File: src/rtl/cu_mc.sv
// Multi-cycle control unit: fetch / execute / memory-wait sequencer that decodes the
// instruction register into datapath, register-file and memory/IO control strobes.

package mycpu_pkg;

    typedef enum logic [6:0] {
        OP_MOVA = 7'h00, OP_INC  = 7'h01, OP_ADD  = 7'h02, OP_MUL  = 7'h03,
        OP_SUB  = 7'h04, OP_DEC  = 7'h05, OP_AND  = 7'h06, OP_OR   = 7'h07,
        OP_XOR  = 7'h08, OP_NOT  = 7'h09, OP_MOVB = 7'h0A, OP_SHR  = 7'h0B,
        OP_SHL  = 7'h0C, OP_USR  = 7'h0D,
        OP_SRA  = 7'h10, OP_SLA  = 7'h11, OP_LDI  = 7'h12, OP_ADI  = 7'h13,
        OP_LD   = 7'h20, OP_ST   = 7'h21, OP_IOR  = 7'h22, OP_IOW  = 7'h23,
        OP_BRZ  = 7'h30, OP_BRN  = 7'h31, OP_JMP  = 7'h32,
        OP_HAL  = 7'h3F
    } opcode_t;

    typedef enum logic [3:0] {
        FMOVA, FINC, FADD, FMUL, FSUB, FDEC, FAND, FOR,
        FXOR, FNOT, FMOVB, FSHR, FSHL, FUSR, FSRA, FSLA
    } fs_t;

endpackage

module cu_mc #(
    parameter int IW       = 16,
    parameter int RAW      = 3,
    parameter int RSW      = 4,
    parameter int WAIT_MAX = 15
) (
    input  logic             clk,
    input  logic             rst_n,
    input  logic [IW-1:0]    ins_in,
    input  logic [1:0]       nz_in,
    input  logic             mem_rdy_in,
    input  logic             run_in,
    output logic             il_out,
    output logic [1:0]       ps_out,
    output logic             rw_out,
    output logic [3*RSW-1:0] rs_out,
    output logic [3:0]       mx_out,
    output mycpu_pkg::fs_t   fs_out,
    output logic             wen_out,
    output logic             iom_out,
    output logic             mreq_out,
    output logic             halted_out,
    output logic             fault_out
);
    import mycpu_pkg::*;

    if (RSW < RAW) begin : g_bad_rsw
        $error("cu_mc: RSW (%0d) must be >= RAW (%0d)", RSW, RAW);
    end
    if (IW < 7 + 3*RAW) begin : g_bad_iw
        $error("cu_mc: IW (%0d) must be >= 7 + 3*RAW (%0d)", IW, 7 + 3*RAW);
    end

    localparam int WCW = (WAIT_MAX < 1) ? 1 : $clog2(WAIT_MAX + 1);
    localparam logic [WCW-1:0] WAIT_LAST = WCW'(WAIT_MAX);

    typedef enum logic [2:0] {S_RST, S_INF, S_EX0, S_MEMW, S_HLT, S_FLT} state_t;

    state_t         state, state_nxt;
    logic [WCW-1:0] wcnt, wcnt_nxt;
    opcode_t        op;
    logic [3*RSW-1:0] rs_fields;
    logic           is_mem, is_io, is_rd, is_wr, timeout;
    logic           unused_ins;

    assign op        = opcode_t'(ins_in[IW-1 -: 7]);
    assign rs_fields = {RSW'(ins_in[3*RAW-1 -: RAW]),
                        RSW'(ins_in[2*RAW-1 -: RAW]),
                        RSW'(ins_in[RAW-1:0])};
    assign is_mem     = op inside {OP_LD, OP_ST, OP_IOR, OP_IOW};
    assign is_io      = op inside {OP_IOR, OP_IOW};
    assign is_rd      = op inside {OP_LD, OP_IOR};
    assign is_wr      = op inside {OP_ST, OP_IOW};
    assign timeout    = (wcnt == WAIT_LAST);
    assign unused_ins = ^ins_in;

    always_ff @(posedge clk or negedge rst_n) begin
        if (!rst_n) begin
            state <= S_RST;
            wcnt  <= '0;
        end else begin
            state <= state_nxt;
            wcnt  <= wcnt_nxt;
        end
    end

    always_comb begin
        il_out     = 1'b0;
        ps_out     = 2'b00;
        rw_out     = 1'b0;
        rs_out     = '0;
        mx_out     = 4'b0000;
        fs_out     = FMOVA;
        wen_out    = 1'b1;
        iom_out    = 1'b0;
        mreq_out   = 1'b0;
        halted_out = 1'b0;
        fault_out  = 1'b0;
        state_nxt  = S_FLT;
        wcnt_nxt   = '0;

        case (state)
            S_RST: state_nxt = S_INF;

            S_INF: begin
                mreq_out = 1'b1;
                il_out   = mem_rdy_in;
                if (mem_rdy_in) begin
                    state_nxt = S_EX0;
                end else if (!timeout) begin
                    state_nxt = S_INF;
                    wcnt_nxt  = wcnt + WCW'(1);
                end
            end

            // MEMW re-decodes the held instruction; only memory ops may stay here.
            S_EX0, S_MEMW: begin
                rs_out = rs_fields;
                if (is_mem) begin
                    mreq_out = 1'b1;
                    iom_out  = is_io;
                    mx_out   = (op == OP_LD) ? 4'b0010 : 4'b0000;
                    if (mem_rdy_in) begin
                        ps_out    = 2'b01;
                        rw_out    = is_rd;
                        wen_out   = !is_wr;
                        state_nxt = S_INF;
                    end else if (state == S_EX0) begin
                        state_nxt = S_MEMW;
                    end else if (!timeout) begin
                        state_nxt = S_MEMW;
                        wcnt_nxt  = wcnt + WCW'(1);
                    end
                end else if (state == S_EX0) begin
                    case (op)
                        // ALU opcodes are encoded to match the fs_t ordinals.
                        OP_MOVA, OP_INC, OP_ADD, OP_MUL, OP_SUB, OP_DEC, OP_AND,
                        OP_OR, OP_XOR, OP_NOT, OP_MOVB, OP_SHR, OP_SHL, OP_USR: begin
                            ps_out    = 2'b01;
                            rw_out    = 1'b1;
                            mx_out    = 4'b0100;
                            fs_out    = fs_t'(op[3:0]);
                            state_nxt = S_INF;
                        end
                        OP_SRA, OP_SLA, OP_LDI, OP_ADI: begin
                            ps_out    = 2'b01;
                            rw_out    = 1'b1;
                            mx_out    = 4'b1100;
                            state_nxt = S_INF;
                            case (op)
                                OP_SRA:  fs_out = FSRA;
                                OP_SLA:  fs_out = FSLA;
                                OP_LDI:  fs_out = FMOVB;
                                default: fs_out = FADD;
                            endcase
                        end
                        OP_BRZ: begin
                            ps_out    = nz_in[0] ? 2'b10 : 2'b01;
                            state_nxt = S_INF;
                        end
                        OP_BRN: begin
                            ps_out    = nz_in[1] ? 2'b10 : 2'b01;
                            state_nxt = S_INF;
                        end
                        OP_JMP: begin
                            ps_out    = 2'b11;
                            state_nxt = S_INF;
                        end
                        OP_HAL:  state_nxt = S_HLT;
                        default: state_nxt = S_FLT;
                    endcase
                end
            end

            S_HLT: begin
                halted_out = 1'b1;
                state_nxt  = run_in ? S_INF : S_HLT;
            end

            S_FLT: begin
                fault_out = 1'b1;
                state_nxt = S_FLT;
            end

            default: state_nxt = S_FLT;
        endcase
    end

endmodule

File: config.mk
export PLATFORM = sky130hd
export DESIGN_NAME = cu_mc
export DESIGN_NICKNAME = d
export VERILOG_FILES = /design/src/rtl/cu_mc.sv
export SDC_FILE = /design/constraint.sdc
export NUM_CORES = 1
export LEC_CHECK = 0
export CAP_MARGIN = 20
export CORE_MARGIN = 1.5
export CORE_UTILIZATION = 40
export CTS_CLUSTER_SIZE = 40
export DETAILED_ROUTE_END_ITERATION = 12
export PLACE_DENSITY_LB_ADDON = 0.25
export SETUP_SLACK_MARGIN = 0.5
export SYNTH_ARGS = -nofsm -noshare
export SYNTH_HDL_FRONTEND = slang
export SYNTH_SLANG_ARGS = --single-unit
File: constraint.sdc
create_clock -name clk -period 2.7 [get_ports clk]
set_clock_uncertainty 0.15 [all_clocks]
set_input_delay 0.405 -clock clk [delete_from_list [all_inputs] [get_ports clk]]
set_output_delay 0.405 -clock clk [all_outputs]
set_load 0.01 [all_outputs]
==> results_dict.tcl <==
set metrics [dict create \
    setup_slack_ps 296 \
    required_ps 2140 \
    grt.overflow.total 0 \
    rsz0062_at_grt "true" \
    setup_viol 0 \
    synth-compound-area-share_pct 23.9 \
    setup.worst_path.end_class "primary output" \
    nets 218 \
    fillCellCount 154 \
    synth_edf_count 0 \
    numCtsBuffers 3 \
    synth.top_cell.area_share_pct 20.1 \
    yosysUniqueCellTypes 41 \
    synth-async-reset-ratio_pct 100 \
    place_ws_ps -309 \
    cp.arrival_ps 1850 \
    netlist_top_cells_count "18 x nor2_1, 14 x a21oi_1, 10 x and2_1" \
    routed_wl_um 3050 \
    ys_top_cells_by_area "dfrtp_1 20%, a21oi_1 8.1%, nor2_1 7.8%" \
    netlist_instances 119 \
    clock-sinks 7 \
    yosys.area_share.simple_pct 42.3 \
    wl_per_cell_um 13.8 \
    leakage_nw 0.772 \
    fp.dieArea_um2 2460 \
    ctsHoldBuffers 0 \
    vias 1164 \
    muxShareOfSynthArea_pct 0 \
    drive_gt1_share_pct 37.1 \
    path_max_fanout 2 \
    dp_cells 206 \
    grt_pass1_wl_um 5040 \
    design.core.area_um2 2000 \
    initial_core_util_pct 43.4 \
    maxCapViolations 0 \
    final_cell_area_um2 1590 \
    rows 16 \
    antenna_found_initial 0 \
    drv_slew 0 \
    avgSynthCellArea_um2 7.31 \
    die_h_um 49.6 \
    placed_cell_area_um2 1480 \
    synth_top_family_by_area "simple AND/OR/NAND/NOR gates" \
    rr_startpoint "state[1]$_DFF_PN0_" \
    hpwl_um 2140 \
    grt_pass1_vias 1149 \
    ant_nets 0 \
    r2r-end "state[2]$_DFF_PN0_" \
    hp-class "in2async" \
    place_congestion 0.889 \
    synthAdderAreaFrac_pct 1.44 \
    synth_top_cell_by_area "dfrtp_1" \
    max_freq_mhz 416 \
    critPathLaunchType "register" \
    hold_viol 0 \
    status "completed" \
    antenna_cells 0 \
    die_width_um 49.6 \
    clock_latency_ps 250 \
    vdd.ir_drop.worst_mv 0.419 \
    r2r_setup_slack_ps 920 \
    first_pass_iters 4 \
    grt_max_degree 15 \
    ys_seq_area_share_pct 20.1 \
    io_pins 51 \
    clock_path_buffers 2 \
    multi_input_area_um2 662 \
    critPathMaxStageDelay_ps 350 \
    drt_iter0_drc 33 \
    power.density_nw_per_um2 485 \
    io_buffers 46 \
    seq_area_um2 175 \
    area_growth_pct 82.3 \
    synth-xor-area-share_pct 1.01 \
    htreeDepth 1 \
    track_usage_pct 26.0 \
    cts-root-buf "clkbuf_4" \
    cp_slowest_cell "dfrtp_1" \
    cp_cell_sequence "buf_4 > nand2b_4 > or3_1 > a211o_1 > buf_6 > a211oi_2 > buf_2" \
    worstSetupPathType "reg2out" \
    synth-seq-cells 7 \
    drc 0 \
    synth_flop_cell "dfrtp_1" \
    reg2reg_depth 7 \
    min_period_over_period_pct 89.0 \
    synth_warnings 0 \
    synthesis.area_um2 870 \
    min_period_ps 2400 \
    clkTransAtPathRegs_ps 50 \
    viasPerCell 5.27 \
    fin_cells 221 \
    synth.most_common_cell "nor2_1" \
    final_util_pct 79.2 \
    power_uw 769 \
    cts_tree "built" \
]
## kinds of logic (layout without fill, tap and decap cells)
group | Yosys count | after routing
other cells | 1 | 4
fa+ha+maj | 1 | 1
buf+inv | 17 | 89
flops | 7 | 7
xor+xnor | 1 | 1
simple gates | 61 | 61
compound gates | 31 | 31
## state kept, by name, indices dropped and copies added (netlist names)
register / count
wcnt: 4
state: 3
## per-layer routing
layer	track usage, %	vias up	share of wire [%]
met4	11.1	0	1.8
met3	4.85	9	4.7
met2	48.4	47	54
met5	0	-	0
met1	28.2	539	39
li1	-	569	-
## worst max path at each step
stage | start | end | slack (ps)
global route | state[1]$_DFF_PN0_ | ps_out[0] | 200
CTS | state[1]$_DFF_PN0_ | rs_out[8] | 320
global placement | ins_in[11] | ps_out[1] | -250
finish | state[1]$_DFF_PN0_ | ps_out[0] | 300
detailed placement | ins_in[11] | ps_out[1] | -310
floorplan | ins_in[12] | ps_out[0] | 610
## power by group
part           total (mW)  leakage (nW)  switching [mW]  internal (mW)
Clock              0.0945        0.0150          0.0381         0.0564
Sequential          0.151        0.0908          0.0188          0.132
Combinational       0.524         0.667           0.256          0.267
## worst max-delay path: cells and delay by family (launching register included)
family                 cells  cell delay (ps)
AO/OA/AOI/OAI              2              460
AND/OR/NAND/NOR            2              370
flip-flops                 1              350
buffers and inverters      3              420
## layout make-up
type | count | share of cell area, %
clock buffer | 4 | 1.66
inverter | 3 | 0.710
multi-input combinational | 98 | 41.8
sequential | 7 | 11.0
tap | 27 | 2.13
timing repair buffer | 82 | 42.7
## metrics by stage
stage	hold slack, ps	setup TNS (ps)
6_report	255	0
5_1_grt	266	0
4_1_cts	259	0
3_5_place_dp	339	-1790
3_3_place_gp	323	-1520
2_1_floorplan	-40.6	0
## cells in the final DEF, fill, tap and decap left out, drive strengths merged, types with 2 or more instances in the layout
master / instances
nand2b: 4
a211o: 2
nand4: 2
a21oi: 14
a211oi: 2
clkdlybuf4s15: 2
conb: 4
a31oi: 3
clkdlybuf4s50: 16
and3b: 2
inv: 3
nand3b: 2
o21a: 2
dlygate4sd2: 11
nor3b: 2
nor2: 18
or3b: 4
nor3: 2
buf: 48
dfrtp: 7
nor4: 3
or3: 2
and2: 10
o21ai: 2
nand2: 6
clkbuf: 8
nand3: 2
## what timing repair did
item,CTS,global route
endpoints found under the setup margin,24,23
resized for setup,74,24
cloned,0,0
pin swaps,4,4
buffers inserted,8,3
Power figures use the tool's default switching activity.
==> variant 1: new RTL, same flow settings <==
Set the parameter `RSW` to 5 (it was 4).
--- a/src/rtl/cu_mc.sv
+++ b/src/rtl/cu_mc.sv
@@ -25,5 +25,5 @@
     parameter int IW       = 16,
     parameter int RAW      = 3,
-    parameter int RSW      = 4,
+    parameter int RSW      = 5,
     parameter int WAIT_MAX = 15
 ) (
Ports: changed (resized rs_out); port bits go from 51 to 54. The function was not compared with the original's and may differ.
==> variant 1 against the original RTL <==
Setup slack lost 0.037 ns. Final cell count grew 1.4%. Sequential cell count is the same. Non-clock buffer count is the same. Final area grew 0.24%. First-iteration DRC count shrank 61%. Area after synthesis grew 2.6%. Routed wire length shrank 0.75%. Power grew 0.90%. Critical path type unchanged. Critical endpoint is now ps_out[1]. Largest cell class is now multi-input gates.
==> variant 1: results (changes against the original RTL) <==
Detailed routing
  – Detailed-route vias per instance: 5.16 (-2.0%)
  – Initial DRC Count: 13 (-61%)
  – Antenna viol nets, final: 0 (unchanged)
  – First-pass DRT Iterations: 4 (unchanged)
  – WL/cell: 13.5 µm (-2.1%)

Synth
  – Commonest cells in the netlist: nor2_1, a21oi_1, and2_1
  – Sequential fraction of the synthesis area: 19.6% (-0.51 points)
  – EDFF count, synth: 0 (unchanged)
  – Syn. warnings: 0 (unchanged)
  – Ys async rst share: 100% (unchanged)
  – Top cells by area, synth: dfrtp_1, a21oi_1, nor2_1
  – Yosys cell types: 41 (unchanged)

Worst setup path
  – Max FO, Critical Path: 3 (+1)
  – Reg-to-reg setup timing slack: 0.89 ns (-0.03 ns)
  – Worst EP arrival: 1.89 ns (+0.04 ns)

Clock network
  – H-tree depth: 1 (unchanged)
  – Root Driver: clkbuf_4
  – Clock buffer depth: 2 (unchanged)
  – Cts bufs inserted: 3 (unchanged)
  – CTS Hold Bufs: 0 (unchanged)
  – Skew-Pair Late Insertion Delay: 0.26 ns
  – Clock slew at reported path FFs: approximately 0.06 ns

Placed design
  – GP Congestion: 0.835 (-6.0%)
  – Place WS: -0.315 ns (-0.00623 ns)
  – DP HPWL: 2260 µm (+5.5%)
  – Input/output buffers: 46 (unchanged)

Global route
  – Vias in the first global route: 1163 (+1.2%)
  – Initial antenna violation count: 0 (unchanged)
  – Pin count of the biggest net entering global routing: 15 (unchanged)
  – First-pass GRT wire length: 4790 µm (-4.9%)
  – Gr usage total: 24.5% (-1.5 points)

Status
  – Outcome: finished clean

Power and ir drop
  – Worst IR Drop VDD: 0.000493 V (+18%)
  – Leak: 0.754 nW (-2.4%)

Cells and area
  – ANT cells: 0 (unchanged)
  – Layout cell share with drive strength beyond 1: 37.6% (+0.45 points)
  – Layout Nets: 221 (+1.4%)
  – Largest regs: wcnt (4), state (3)

Min path
  – Hold Crit Class: primary input to asynchronous set/reset pin

STA
  – Fin crit period: 2.44 ns (+0.0374 ns)
## variant 1: changes by cell type after synthesis
cell / change
buf_4: +3
## variant 1: worst max-delay path, cell delays in order, from the launching register on
cell      delay (ns)
dfrtp_1         0.36
buf_4           0.12
nand2b_4        0.07
or3_1           0.30
a211o_1         0.26
nor4_2          0.32
buf_2           0.19
## variant 1: area by class of cell
cell class                 instances  area [µm²]
multi-input combinational        101         672
inverter                           3        11.3
timing repair buffer              82         671
fill                             152         433
sequential                         7         175
clock buffer                       4        26.3
tap                               27        33.8
## variant 1: layer usage
layer  track usage (%)  part of all wire (%)  vias up  wire, µm
li1                  -                     -      565         -
met5                 0                     0        -         0
met1              24.6                    36      529      1090
met2              47.1                    54       45      1650
met3              4.17                   4.5       17       137
met4              12.5                   5.0        0       153
## variant 1: cell families (layout without fill, tap and decap cells)
family	after synthesis	in the layout	share of synthesized area (%)
simple gates	61	61	41.2
compound gates	31	31	23.3
other cells	1	7	0.420
fa+ha+maj	1	1	1.40
flops	7	7	19.6
buf+inv	20	89	13.0
xor+xnor	1	1	0.982
## variant 1: power breakdown
| group | total (W) | internal [W] | switching [W] |
|---|---|---|---|
| clock network | 0.0000999 | 0.0000567 | 0.0000432 |
| registers | 0.000150 | 0.000132 | 0.0000179 |
| logic | 0.000526 | 0.000267 | 0.000259 |
| total | 0.000776 | 0.000455 | 0.000320 |
## variant 1: path summary, 6_finish.rpt
path	cells past startpoint	endpoint	startpoint
worst max register to register	7	state[2]	state[1]
worst max-delay path	6	ps_out[1]	state[1]
min in group clk	1	wcnt[3]	wcnt[3]
max in group asynchronous	1	wcnt[1]	rst_n
worst min-delay path	1	state[2]	rst_n
worst min register to register	1	wcnt[3]	wcnt[3]
## variant 1: timing repair
action / in CTS / in global routing
buffers inserted: 9 / 1
setup endpoints to repair: 25 / 24
gates resized for setup: 73 / 22
pin swaps: 4 / 3
## variant 1: metrics by stage
| stage | hold slack (ns) | area (µm²) | util [%] | setup TNS, ns | instances |
|---|---|---|---|---|---|
| 2_1_floorplan | -0.0406 | 915 | - | 0 | 128 |
| 3_3_place_gp | 0.323 | 1500 | 74.1 | -1.61 | 210 |
| 3_5_place_dp | 0.344 | 1500 | 74.1 | -2.03 | 210 |
| 4_1_cts | 0.259 | 1580 | 78.3 | 0 | 223 |
| 5_1_grt | 0.267 | 1590 | 78.6 | 0 | 224 |
| 6_report | 0.255 | 1590 | 78.6 | 0 | 224 |
==> variant 2: new RTL, config.mk and constraints unchanged <==
Without the edit above. Make the reset (`rst_n`) synchronous in one clocked block.
--- a/src/rtl/cu_mc.sv
+++ b/src/rtl/cu_mc.sv
@@ -78,5 +78,5 @@
     assign unused_ins = ^ins_in;
 
-    always_ff @(posedge clk or negedge rst_n) begin
+    always_ff @(posedge clk) begin
         if (!rst_n) begin
             state <= S_RST;
Behaviour: differs if rst_n is asserted again (counterexample within 4 cycles, from zero or initial values and one cycle with rst_n low); with rst_n held inactive, the same outputs for 10 cycles.
==> variant 2 against the original RTL <==
Setup slack improved by 0.17 ns. Register-to-register slack better by 0.37 ns. Area after synthesis is 7.3% lower. Sequential cell count did not move. Final area shrank 7.6%. Routed wire length down 2.5%.
Power is not compared: it rests on default switching activity, and its combinational part moved more than twofold at a synthesized area within 25%.
==> variant 2: results (changes against the original RTL) <==
Status
  – Outcome: finished clean

Detailed routing
  – Detailed Route WL: 2980 µm (-2.5%)
  – Met1 wire length: 1240 µm (+3.7%)
  – Detailed-route vias per instance: 5.20 (-1.2%)
  – Met2 Routed Length: 1620 µm (-2.5%)
  – First-pass DRT Iterations: 4 (unchanged)
  – Metal3 WL: 69 µm (-51%)

Placed design
  – Dpl cells: 198 (-3.9%)
  – Place WS: -0.350 ns (-0.0414 ns)
  – DP Area: 1370 µm² (-7.5%)
  – DP HPWL: 2050 µm (-4.6%)
  – GP Congestion: 0.788 (-11%)

Worst setup path
  – Worst reg2reg path depth: 5 (-2)
  – Slowest cell on the critical path: or4_4
  – Worst R2R Start: wcnt[0]
  – Max FO, Critical Path: 6 (+4)
  – Delay-heaviest family, CP: simple AND/OR/NAND/NOR gates
  – Worst EP arrival: 1.67 ns (-0.18 ns)
  – Worst path max stage delay: 0.53 ns (+0.18 ns)
  – Capturing point of the worst reg2reg path: state[2]
  – Worst Setup EP: ps_out[1]
  – Critical path launch point: ins_in[12]

Global route
  – Grt met2 use: 47.5% (-0.98 points)
  – Pin count of the biggest net entering global routing: 16 (+1)
  – Met1 Usage GRT: 26.2% (-2.0 points)
  – M3 GR Usage: 2.26% (-2.6 points)
  – First-pass GRT wire length: 3860 µm (-23%)
  – Vias in the first global route: 913 (-21%)
  – Gr usage total: 23.9% (-2.1 points)

Cells and area
  – Fillers: 163 (+5.8%)
  – Layout cell share with drive strength beyond 1: 33.7% (-3.4 points)

STA
  – Max frequency: 449 MHz (+7.8%)
  – Worst hold margin: 0.347 ns (+0.0925 ns)

Synth
  – Synth Area in Compound Gates: 25.9% (+2.0 points)
  – Top_reg_cell synth: dfxtp_1
  – Post-synthesis adder-cell area fraction: 1.55% (+0.11 points)
  – Commonest cells in the netlist: nor2_1, a21oi_1, and2_1
  – Avg Synthesized Cell Area: 6.89 µm² (-5.8%)
  – Sequential fraction of the synthesis area: 17.4% (-2.8 points)
  – Ys async rst share: 0% (-100 points)
  – Post-Synth XOR/XNOR Area: 1.09% (+0.080 points)
  – Top cells by area, synth: dfxtp_1, and2_1, a21oi_1
  – EDFF count, synth: 0 (unchanged)

Min path
  – Hold Crit Class: flip-flop to flip-flop
## variant 2: cell count changes after synthesis, moves of 2 or more
cell,unedited run,this run
a21oi_1,14,10
dfrtp_1,7,0
dfxtp_1,0,7
inv_1,3,7
nand2b_1,3,7
nand3b_1,2,0
nor2_1,18,13
nor3_1,2,4
o211ai_1,0,2
o21ai_0,2,5
o41ai_1,0,2
## variant 2: logic make-up after synthesis
logic type               count (synthesis)
AND/OR/NAND/NOR                         57
AO/OA/AOI/OAI                           31
buffers and inverters                   19
flip-flops                               7
XOR/XNOR                                 1
adder cells (fa/ha/maj)                  1
other                                    1
## variant 2: power groups by stage
stage | clock network [W] | registers, W | logic, W
6_report | 0.0000958 | 0.000114 | 0.000144
4_1_cts | 0.000100 | 0.000114 | 0.000134
3_5_place_dp | 0 | 0.000116 | 0.000130
5_1_grt | 0.000102 | 0.000115 | 0.000154
3_3_place_gp | 0 | 0.000116 | 0.000126
2_1_floorplan | 0 | 0.000112 | 0.0000646
## variant 2: cell type report
| cell class | count | area share [%] |
|---|---|---|
| repair buffers | 69 | 40.7 |
| well taps | 27 | 2.31 |
| inverters | 7 | 1.79 |
| flip-flops and latches | 7 | 9.99 |
| multi-input cells | 94 | 43.4 |
| clock buffers | 4 | 1.79 |
## variant 2: repair_timing
item | in CTS | in global routing
setup buffers | 4 | 2
pin swaps | 8 | 5
gates resized for setup | 78 | 17
hold buffers | 0 | 0
setup endpoints to repair | 24 | 12
## variant 2: worst min-delay path by stage
stage	startpoint	endpoint
CTS	wcnt[0]	wcnt[0]
global route	wcnt[0]	wcnt[0]
finish	wcnt[0]	wcnt[0]
floorplan	wcnt[0]	wcnt[0]
global placement	wcnt[0]	wcnt[0]
detailed placement	wcnt[0]	wcnt[0]
